`src/rtl/inst_fetch_unit.sv`:
```
// inst_fetch_unit: fetch PC owner, in-order imem requester and decode instruction buffer
module inst_fetch_unit #(
  parameter logic [31:0] RESET_PC = 32'h0000_8000,
  parameter int DEPTH = 4
) (
  input  logic        clk,
  input  logic        rst,
  input  logic        redirect_valid,
  input  logic [31:0] redirect_pc,
  output logic        imem_req_valid,
  input  logic        imem_req_ready,
  output logic [31:0] imem_req_addr,
  input  logic        imem_resp_valid,
  input  logic [31:0] imem_resp_data,
  output logic        inst_valid,
  input  logic        inst_ready,
  output logic [31:0] inst_data,
  output logic [31:0] inst_pc,
  output logic [31:0] inst_pc_plus4
);
  localparam int AW = $clog2(DEPTH);
  localparam int CW = $clog2(DEPTH + 1);
  logic [31:0]   fetch_pc;
  logic [CW-1:0] live_cnt, drop_cnt, fifo_cnt;
  logic [31:0]   pcq [DEPTH];
  logic [31:0]   fifo_data [DEPTH];
  logic [31:0]   fifo_pc [DEPTH];
  logic [AW-1:0] pcq_wr, pcq_rd, fifo_wr, fifo_rd;
  logic [CW+1:0] used;
  logic          accept, resp_live, resp_drop, pop;
  always_comb begin
    used = (CW+2)'(live_cnt) + (CW+2)'(drop_cnt) + (CW+2)'(fifo_cnt);
    imem_req_valid = !rst && !redirect_valid && (used < (CW+2)'(DEPTH));
    accept = imem_req_valid && imem_req_ready;
    resp_drop = imem_resp_valid && (drop_cnt != '0);
    resp_live = imem_resp_valid && (drop_cnt == '0) && (live_cnt != '0);
    inst_valid = fifo_cnt != '0;
    pop = inst_valid && inst_ready;
    inst_data = inst_valid ? fifo_data[fifo_rd] : '0;
    inst_pc = inst_valid ? fifo_pc[fifo_rd] : '0;
  end
  assign imem_req_addr = fetch_pc;
  assign inst_pc_plus4 = inst_pc + 32'd4;
  always_ff @(posedge clk) begin
    if (rst) begin
      fetch_pc <= RESET_PC;
      live_cnt <= '0;
      drop_cnt <= '0;
      fifo_cnt <= '0;
      pcq_wr   <= '0;
      pcq_rd   <= '0;
      fifo_wr  <= '0;
      fifo_rd  <= '0;
    end else if (redirect_valid) begin
      // everything still in flight belongs to the squashed stream
      fetch_pc <= {redirect_pc[31:2], 2'b00};
      drop_cnt <= live_cnt + drop_cnt - CW'(resp_live || resp_drop);
      live_cnt <= '0;
      fifo_cnt <= '0;
      pcq_wr   <= '0;
      pcq_rd   <= '0;
      fifo_wr  <= '0;
      fifo_rd  <= '0;
    end else begin
      fetch_pc <= accept ? fetch_pc + 32'd4 : fetch_pc;
      live_cnt <= live_cnt + CW'(accept) - CW'(resp_live);
      drop_cnt <= drop_cnt - CW'(resp_drop);
      fifo_cnt <= fifo_cnt + CW'(resp_live) - CW'(pop);
      pcq_wr   <= pcq_wr + AW'(accept);
      pcq_rd   <= pcq_rd + AW'(resp_live);
      fifo_wr  <= fifo_wr + AW'(resp_live);
      fifo_rd  <= fifo_rd + AW'(pop);
    end
  end
  always_ff @(posedge clk) begin
    if (accept) pcq[pcq_wr] <= fetch_pc;
    if (resp_live && !rst && !redirect_valid) begin
      fifo_data[fifo_wr] <= imem_resp_data;
      fifo_pc[fifo_wr]   <= pcq[pcq_rd];
    end
  end
endmodule

```
`config.mk`:
```
export PLATFORM = sky130hd
export DESIGN_NAME = inst_fetch_unit
export DESIGN_NICKNAME = d
export VERILOG_FILES = /design/src/rtl/inst_fetch_unit.sv
export SDC_FILE = /design/constraint.sdc
export NUM_CORES = 1
export LEC_CHECK = 0
export BUFFER_PORTS_ARGS = -buffer_cell sky130_fd_sc_hd__buf_2
export CORE_MARGIN = 2
export CORE_UTILIZATION = 58
export CTS_CLUSTER_DIAMETER = 200
export DETAILED_ROUTE_END_ITERATION = 10
export GPL_TIMING_DRIVEN = 0
export PLACE_DENSITY = 0.79
export RECOVER_POWER = 50
export SKIP_LAST_GASP = 1
export SYNTH_ARGS = -nofsm -noshare
export SYNTH_HDL_FRONTEND = slang
export SYNTH_SLANG_ARGS = --single-unit
```
`constraint.sdc`:
```
create_clock -name clk -period 9.2 [get_ports clk]
set_input_delay 0.92 -clock clk [delete_from_list [all_inputs] [get_ports clk]]
set_output_delay 0.92 -clock clk [all_outputs]
set_load 0.005 [all_outputs]
```
==> results of run 1 <==
## how the worst max path moves through the flow
stage	to	cells after the start	startpoint	slack, ps
after floorplan	fifo_data[0][0]	4	rst	1090
after global placement	fifo_data[0][13]	4	rst	-3540
after detailed placement	inst_pc_plus4[28]	14	fifo_cnt[1]	4200
after CTS	inst_pc_plus4[28]	14	fifo_cnt[1]	3600
after global routing	inst_pc_plus4[20]	14	fifo_cnt[1]	3290
final	inst_pc_plus4[30]	14	fifo_cnt[1]	3630
## flip-flops by register name, summed over array words and instances, names as in the netlist, 3 cells and up
signal	count
drop_cnt	3
fifo_cnt	3
fifo_data	128
fifo_pc	120
imem_req_addr	30
live_cnt	3
pcq	120
## power breakdown
part	total, uW	internal [uW]	switching, uW
registers	2100	2070	30.3
clock network	1640	969	672
logic	184	76.5	107
total	3930	3120	809
## cell families (layout without fill, tap and decap cells)
kind of cell / Yosys count / count (layout) / synth area share (%)
multiplexers: 96 / 96 / 12.3
other: 1 / 6 / 0.0214
flip-flops: 415 / 415 / 68.3
AO/OA/AOI/OAI: 94 / 94 / 3.66
XOR/XNOR: 40 / 40 / 1.99
AND/OR/NAND/NOR: 291 / 291 / 9.09
adder cells (fa/ha/maj): 24 / 24 / 1.97
buffers and inverters: 93 / 375 / 2.64
## metrics by stage
step | setup slack, ps | instance area (um2) | hold slack (ps) | std cells
2_1_floorplan | 1090 | 17600 | 516 | 1059
3_3_place_gp | -3540 | 19000 | 534 | 1639
3_5_place_dp | 4200 | 19300 | 560 | 1656
4_1_cts | 3600 | 20600 | 568 | 1731
5_1_grt | 3290 | 20500 | 588 | 1731
6_report | 3630 | 20500 | 564 | 1731
## layout make-up
class	instances	area [um2]	share of cell area (%)
multi-input cells	551	5150	25.1
inverters	37	139	0.677
well taps	390	488	2.38
clock buffers	53	1110	5.42
repair buffers	207	1080	5.27
clock inverters	22	224	1.09
plain buffers	56	325	1.59
flip-flops and latches	415	12000	58.5
## synthesized netlist by cell type (3+ instances only)
master,instances
edfxtp_1,368
mux4_2,83
nand2_1,70
and2_1,60
dfxtp_1,47
nor2_1,47
inv_1,37
xnor2_1,33
a21oi_1,24
nand3_1,24
clkbuf_1,23
ha_1,18
o21ai_0,18
nor3_1,17
a31oi_1,15
buf_2,11
and3_1,10
buf_4,10
mux4_1,10
nand2b_1,8
nand4_1,8
buf_1,7
xor2_1,7
a22oi_1,6
a311oi_1,6
fa_1,6
nand4b_1,5
nor4_1,5
a221oi_1,4
and3b_1,4
nand3b_1,4
or4_1,4
and4_1,3
buf_12,3
nor2b_1,3
nor4b_1,3
o311ai_0,3
## layer usage
layer	vias up	global-route usage, %	share of wire, %
met2	548	45.3	50
met4	0	8.95	3.0
met1	5198	33.3	39
met3	84	4.03	7.7
li1	4615	-	-
met5	-	0	0
## critical path, cell delays in order, from the launching register on
cell       delay, ps
dfxtp_1          390
nor3_1           150
inv_1            260
clkbuf_1         360
clkbuf_1         470
clkbuf_1         440
and2_1           240
ha_1             240
nor2b_1          270
o2bb2ai_4        170
nand4_2          190
nor4_4           410
nand3_1          180
xnor2_1          230
buf_2            150
==> metrics.txt, run 1 <==
final wirelength=around 40 mm; CTS tree=built; number of CTS-inserted buffers=41; relative slew slack=27.7%; # clock sinks=415; FILL cells=approximately 1900; Initial Util=59.1%; most frequent cells in the layout=edfxtp_1, buf_2, clkbuf_1, mux4_2, nand2_1; Hold Path End=pcq[2][23]; CTS Buffer Depth=3; First-pass DRT Iterations=8; slew of the pin with the lowest slew margin=roughly 1100 ps; r2r endpoint=live_cnt[2]; crit path DAT=roughly 4700 ps; Mean Syn Cell Area=16.7 um2; cell taking the most area after synthesis=edfxtp_1; total gr overflow=0; std cell rows=63; commonest non-fill, non-tap cell in the layout=edfxtp_1; Critical Path RT=8280 ps; initial DRC count=about 990; Fin. Hold Viols=0; Synth cell types=between 60 and 70; postcts setup bufs=0; layout cells sized above 1=25.5%; GPL Wtd Cong=0.883; via/cell ratio=just over 6; final total power=3930 uW; Post-synth EDFFs=between 300 and 400; largest net degree at the start of global routing=between 40 and 50; post-DP HPWL=27.4 mm; Reg2Reg Depth=17; vias in the first global route=10592; leakage=about 0.0072 uW; Post-synth ARST share=0%; top cell type's share of synthesized area=about 63%; post-route core utilization=between 60% and 70%; #FFs+latches synth=415; htree depth=2; critical path launch point type=flop; clock root buffer=clkbuf_16; RSZ-0062 raised after global routing=false; synthesized area=0.0176 mm2; Slew Limit Fails=0; Achievable Freq=between 150 and 200 MHz; Hold Path Depth=0; fin nets=1403; via count=10445; Mapped Cells=roughly 1100; worst min-delay path class=reg2reg; Resized Gates After CTS=0; Core Box Area=between 0.02 and 0.03 mm2; Ports=200; total negative slack=0 ps; first-pass GRT wire length=slightly above 60 mm; crit end category=output pin; Final min period=roughly 5600 ps; synth top area cells=edfxtp_1, mux4_2, dfxtp_1, and2_1, xnor2_1; P&R area growth vs syn=16.8%; Reg clk slew, reported paths=60 ps; max_cap viols=0; Post-synth top flop=edfxtp_1; Post-route DRC=0; die area=0.0317 mm2; antenna diode count=0; average wire per standard cell=about 23 um; ANT nets after route=0; period utilisation layout=around three fifths; reg2reg start=live_cnt[2]; port bufs=between 150 and 200; Chip Width=between 150 and 200 um; final setup fails=0; register area share after synthesis=about two thirds; Tot GR Track Use=~26%; Fin Clk Skew=23.3 ps; Max FO, Critical Path=10; status=finished, final reports clean; initial antenna violation count=0; Hold Path Origin=imem_req_addr[23]; Worst IR Drop VDD=roughly 0.13 mV; crit path kind=reg2out; power per cell area=approximately 190 mW/mm2; die height=between 150 and 200 um; Ys Warns=0; CTS Hold Bufs=0; Skew-Pair Late Insertion Delay=530 ps; R2R setup slack=about 4900 ps
(Power assumes the default switching activity.)
==> run 2, diff against run 1 <==
Settings changed: ABC_AREA set to 1, CORE_UTILIZATION 58 to 53, PLACE_DENSITY 0.79 to 0.76.
Clock period 9.2 ns to 4.5 ns, I/O delays scaled along.
==> run 2 against run 1 <==
Effect of this change:
- the run now ends with capacitance limit, slew limit left
- sequential share of layout area decreased by 4.4 points
- register-to-register slack got worse by 4200 ps
- die area up 18%
- non-clock buffer count grew 37
- clock skew shrank 4.3 ps
- setup slack worse by 2900 ps
- first-iteration DRC count rose by 50%
- area after synthesis grew 8.4%
- critical path depth is 5 lower
- total power rose by 100%
- sequential power up 100%
- clock-buffer cell count up 4
- critical path type is now reg2reg
==> metrics.txt, run 2 <==
Critical Path RT=around 4700 ps; post-synthesis adder-cell area fraction=under 10%; Hold Path Origin=imem_resp_data[31]; final worst slack=between 700 and 800 ps; Post-synth ARST share=0%; Achievable Freq=~260 MHz; final setup fails=0; Reg clk slew, reported paths=70 ps; First-pass DRT Iterations=6; htree depth=2; Slew Limit Fails=38; #FFs+latches synth=415; die height=between 150 and 200 um; synthesized area=0.0190 mm2; fin cells=about 2600; Max FO, Critical Path=16; GPL Wtd Cong=roughly 0.94; post-DP HPWL=around 35 mm; most frequent cells in the layout=nand2_1, edfxtp_1, nor2_1, buf_2, o21ai_0; initial antenna violation count=0; power per cell area=between 300 and 400 mW/mm2; Simple-Gate Fraction of Synth Area=approximately 21%; via count=about 14000; average wire per standard cell=18.7 um; Synth top cells by count=nand2_1, edfxtp_1, nor2_1, o21ai_0, nand3_1; max reg flops=around 130; total gr overflow=0; top cell type's share of synthesized area=58.1%; pre-CTS setup slack=around 700 ps; Mapped Cells=1887; largest net degree at the start of global routing=25; Top Registers=fifo_data (128), fifo_pc (120), pcq (120); Fin. Hold Viols=0; number of CTS-inserted buffers=42; first-pass GRT wire length=76.6 mm; clock power share=around two fifths; max_cap viols=3; port bufs=between 150 and 200; register area share after synthesis=a little over three fifths; Cell Int Power=6220 uW; slew of the pin with the lowest slew margin=roughly 2300 ps; CTS Hold Bufs=0; critical path launch point type=flop; fin nets=~2200; crit end category=flop; Fin Clk Skew=~19 ps; failing checks=capacitance limit, slew limit; Skew-Pair Late Insertion Delay=~540 ps; switch share=roughly 22%; largest family of logic cells by synthesized area=simple AND/OR/NAND/NOR gates; period utilisation layout=around 84%; Hold Path Depth=1; commonest non-fill, non-tap cell in the layout=nand2_1; Post-route DRC=0; Inst Count DP=around 2600; reg2reg start=live_cnt[1]; layout cells sized above 1=16.1%; P&R area growth vs syn=16.5%; std cell rows=69; Post-synth EDFFs=about 370; leakage=0.00860 uW; Worst IR Drop VDD=0.255 mV; crit path kind=reg2reg; share of power burned in registers=between 50% and 60%; CTS tree=built; Synth cell types=39; final wirelength=roughly 50 mm; vias in the first global route=between 10000 and 15000; Initial Util=53.6%; Resized Gates After CTS=0; Reg2Reg Depth=9; switching pwr=1740 uW; Final min period=about 3800 ps; ANT nets after route=0; Ports=200; Post-synth top flop=edfxtp_1; initial DRC count=around 1500; postcts setup bufs=0; worst min-delay path class=in2reg; status=finished with violations; via/cell ratio=~5.5; Post-Synth XOR/XNOR Area=between 1.5 and 2%; synth top area cells=edfxtp_1, nand2_1, nor2_1, dfxtp_1, o21ai_0; R2R setup slack=around 710 ps; Mean Syn Cell Area=10.1 um2; r2r endpoint=pcq[3][13]; mux cell area share after synthesis=0%; CTS Buffer Depth=3; crit path DAT=just over 4000 ps; Synth Area in Compound Gates=between 6 and 7%; count leader, synth=nand2_1; clock root buffer=clkbuf_16; antenna diode count=0; die area=~0.037 mm2; Gate power share=approximately 4.4%; RSZ-0062 raised after global routing=false; Tot GR Track Use=between 20% and 30%; # clock sinks=415; FILL cells=between 2000 and 3000; Chip Width=about 190 um; Hold Path End=fifo_data[1][31]; Biggest register=fifo_data; Core Box Area=~0.035 mm2; Ys Warns=0; cell taking the most area after synthesis=edfxtp_1; relative slew slack=-54.2%
run 2: cell types whose count changed in the layout (fill, tap and decap cells not counted), sizes merged, moves of 30 or more:
cell,change
nor2,+300
o21ai,+120
mux4,-93
buf,+30
and2,-60
nand2,+383
inv,+94
a21oi,+31
nand3,+105
run 2: worst max-delay path by stage:
stage	start	endpoint	slack (ps)	cells after the start
after floorplan	redirect_valid	fifo_data[0][0]	-1230	6
after global placement	redirect_valid	fifo_pc[0][23]	-4440	6
after detailed placement	live_cnt[1]	pcq[3][21]	700	9
after CTS	live_cnt[1]	pcq[0][11]	660	9
after global routing	live_cnt[1]	pcq[3][26]	480	9
final	live_cnt[1]	pcq[3][13]	710	9
run 2: logic make-up (layout without fill, tap and decap cells):
kind of cell | after synthesis | count (layout)
and+or+nand+nor | 955 | 955
AOI/OAI and AO/OA | 228 | 228
buffers and inverters | 221 | 509
xor gates and xnor gates | 43 | 43
other | 1 | 6
adders and majority gates | 24 | 24
DFF | 415 | 415
run 2: area by class of cell:
type                       count  area, um2  share of cell area (%)
clock inverter                21        183                   0.824
sequential                   415      12000                    54.1
clock buffer                  57       1140                    5.13
tap                          461        577                    2.60
multi-input combinational   1256       6030                    27.2
buffer                        90        544                    2.45
timing repair buffer         210       1220                    5.48
inverter                     131        500                    2.26
run 2: critical path, stage by stage, from the launching register on:
cell and delay [ps]:
dfxtp_1 430, inv_1 120, fa_1 490, a21oi_1 200, fa_1 470, a211oi_2 270, nand3_2 210, buf_2 290
nor3_4 770, buf_16 240
run 2: layer usage:
layer	track usage [%]	vias up	wire [um]
met5	0	-	0
met4	7.18	0	1080
met3	3.21	87	3830
met2	43.5	716	23900
met1	35.6	6835	20500
li1	-	6856	-
run 2: power by group through the flow:
| stage | sequential [uW] | clock, uW | combinational [uW] |
|---|---|---|---|
| floorplan | 4350 | 0 | 205 |
| detailed placement | 4380 | 0 | 353 |
| global route | 4300 | 3490 | 390 |
| finish | 4300 | 3310 | 347 |
| CTS | 4300 | 3330 | 357 |
| global placement | 4380 | 0 | 333 |
run 2: metrics by stage:
stage	util [%]	setup TNS (ps)	area [um2]	hold WS, ps	power (uW)
3_5_place_dp	59.2	0	21000	587	4730
6_report	62.5	0	22200	152	7950
5_1_grt	62.5	0	22200	155	8180
3_3_place_gp	58.1	-780690	20600	532	4710
2_1_floorplan	-	-152480	19100	519	4560
4_1_cts	62.9	0	22300	96.3	7990
==> run 3, diff against run 2 <==
Settings changed: ABC_AREA 1 to 0, CORE_UTILIZATION 53 to 58, PLACE_DENSITY 0.76 to 0.79.
Clock period 4.5 ns to 3.8 ns, I/O delays scaled along.
==> run 3 against run 2 <==
Effect of this change:
- die area down 15%
- setup slack worse by 560 ps
- final cell count down 35%
- sequential share of layout area up 3.9 points
- global-route usage down 0.68 points
- the run still ends with capacitance limit, slew limit left
- non-clock buffer count down 35
==> metrics.txt, run 3 (same netlist as run 1, synthesis figures left out) <==
Skew-Pair Late Insertion Delay=530 ps; vias in the first global route=between 10000 and 15000; power per cell area=roughly 460 mW/mm2; crit end category=output pin; Chip Width=approximately 180 um; first-pass GRT wire length=about 60 mm; htree depth=2; layout cells sized above 1=between 20 and 30%; std cell rows=between 60 and 70; Initial Util=59.1%; Critical Path RT=roughly 3400 ps; Worst setup startpoint=fifo_rd[0]; Final min period=3660 ps; Hold Path Depth=1; initial DRC count=approximately 1000; crit path DAT=~3300 ps; CTS Buffer Depth=3; antenna diode count=0; port bufs=190; commonest non-fill, non-tap cell in the layout=edfxtp_1; number of CTS-inserted buffers=40; die area=between 0.03 and 0.04 mm2; P&R area growth vs syn=17.8%; final wirelength=~39 mm; CTS Hold Bufs=0; average wire per standard cell=22.7 um; Fin. Hold Viols=0; total negative slack=0 ps; via/cell ratio=6.02; # clock sinks=between 400 and 500; Biggest register=fifo_data; Achievable Freq=between 200 and 300 MHz; Top Registers=fifo_data (128), fifo_pc (120), pcq (120); fin nets=1404; most frequent cells in the layout=edfxtp_1, buf_2, mux4_2, clkbuf_1, nand2_1; Reg2Reg Depth=16; First-pass DRT Iterations=5; failing checks=capacitance limit, slew limit; worst min-delay path class=in2reg; Post-route DRC=0; max reg flops=between 100 and 150; period utilisation layout=between 90% and 100%; reg2reg start=live_cnt[1]; post-DP HPWL=~27 mm; CTS tree=built; final setup fails=0; relative slew slack=-5.38%; Tot GR Track Use=25.1%; ANT nets after route=0; via count=roughly 10000; Hold Path Origin=imem_resp_data[25]; Inst Count DP=1652; slew of the pin with the lowest slew margin=1580 ps; status=finished with violations; Max FO, Critical Path=10; final total power=9430 uW; initial antenna violation count=0; post-route core utilization=69.6%; Reg clk slew, reported paths=60 ps; clock root buffer=clkbuf_16; GPL Wtd Cong=0.906; largest net degree at the start of global routing=39; crit path kind=reg2out; fin cells=approximately 1700; Slew Limit Fails=29; max_cap viols=1; leakage=slightly above 0.007 uW; Worst IR Drop VDD=between 0.3 and 0.4 mV; Fin Clk Skew=roughly 15 ps; total gr overflow=0; critical path launch point type=flop; Ports=200; Core Box Area=around 0.030 mm2; die height=178 um
[run 3: final timing paths]
kind | to | slack, ps
worst max-delay path | inst_pc_plus4[16] | 140
worst min-delay path | fifo_data[3][25] | 110
worst max register to register | live_cnt[2] | 140
worst min register to register | fifo_wr[1] | 580
[run 3: layout make-up]
type | count | area [um2]
buffer | 56 | 374
timing repair buffer | 209 | 1180
clock inverter | 21 | 211
tap | 390 | 488
fill | 1932 | 9020
multi-input combinational | 551 | 5230
clock buffer | 49 | 1070
sequential | 415 | 12000
inverter | 37 | 139
[run 3: routing by layer]
metal / GRT usage (%) / vias to the layer above / part of all wire (%)
li1: - / 4617 / -
met5: 0 / - / 0
met3: 4.11 / 70 / 7.7
met4: 8.23 / 0 / 2.9
met1: 34.2 / 5208 / 40
met2: 42.0 / 505 / 49
[run 3: where the power goes]
group          internal, uW  switching (uW)  total (uW)
sequential             5020            73.6        5090
combinational           199             261         459
clock                  2270            1620        3880
total                  7480            1950        9430
[run 3: metrics by stage]
step | hold WS [ps] | instance area [um2] | setup slack (ps)
global route | 107 | 20700 | -13.4
detailed placement | 563 | 19300 | -657
global placement | 561 | 19000 | -1520
finish | 109 | 20700 | 142
CTS | 51.8 | 20700 | 5.84
floorplan | 479 | 17600 | -269
[run 3: repair_timing]
item,CTS,global route
setup buffers,2,4
gates resized for setup,28,16
gates cloned,0,0
setup endpoints to repair,48,66
pin swaps,1,5
[run 3: critical path, cell delays in order (launching register included)]
cell	delay, ps
dfxtp_1	400
buf_8	200
buf_12	160
mux4_2	560
nand2_4	140
inv_2	60
ha_4	170
nor2b_4	130
o2bb2ai_4	160
nand4_4	130
nand2b_1	190
nor3_1	80
xor2_1	210
buf_2	150
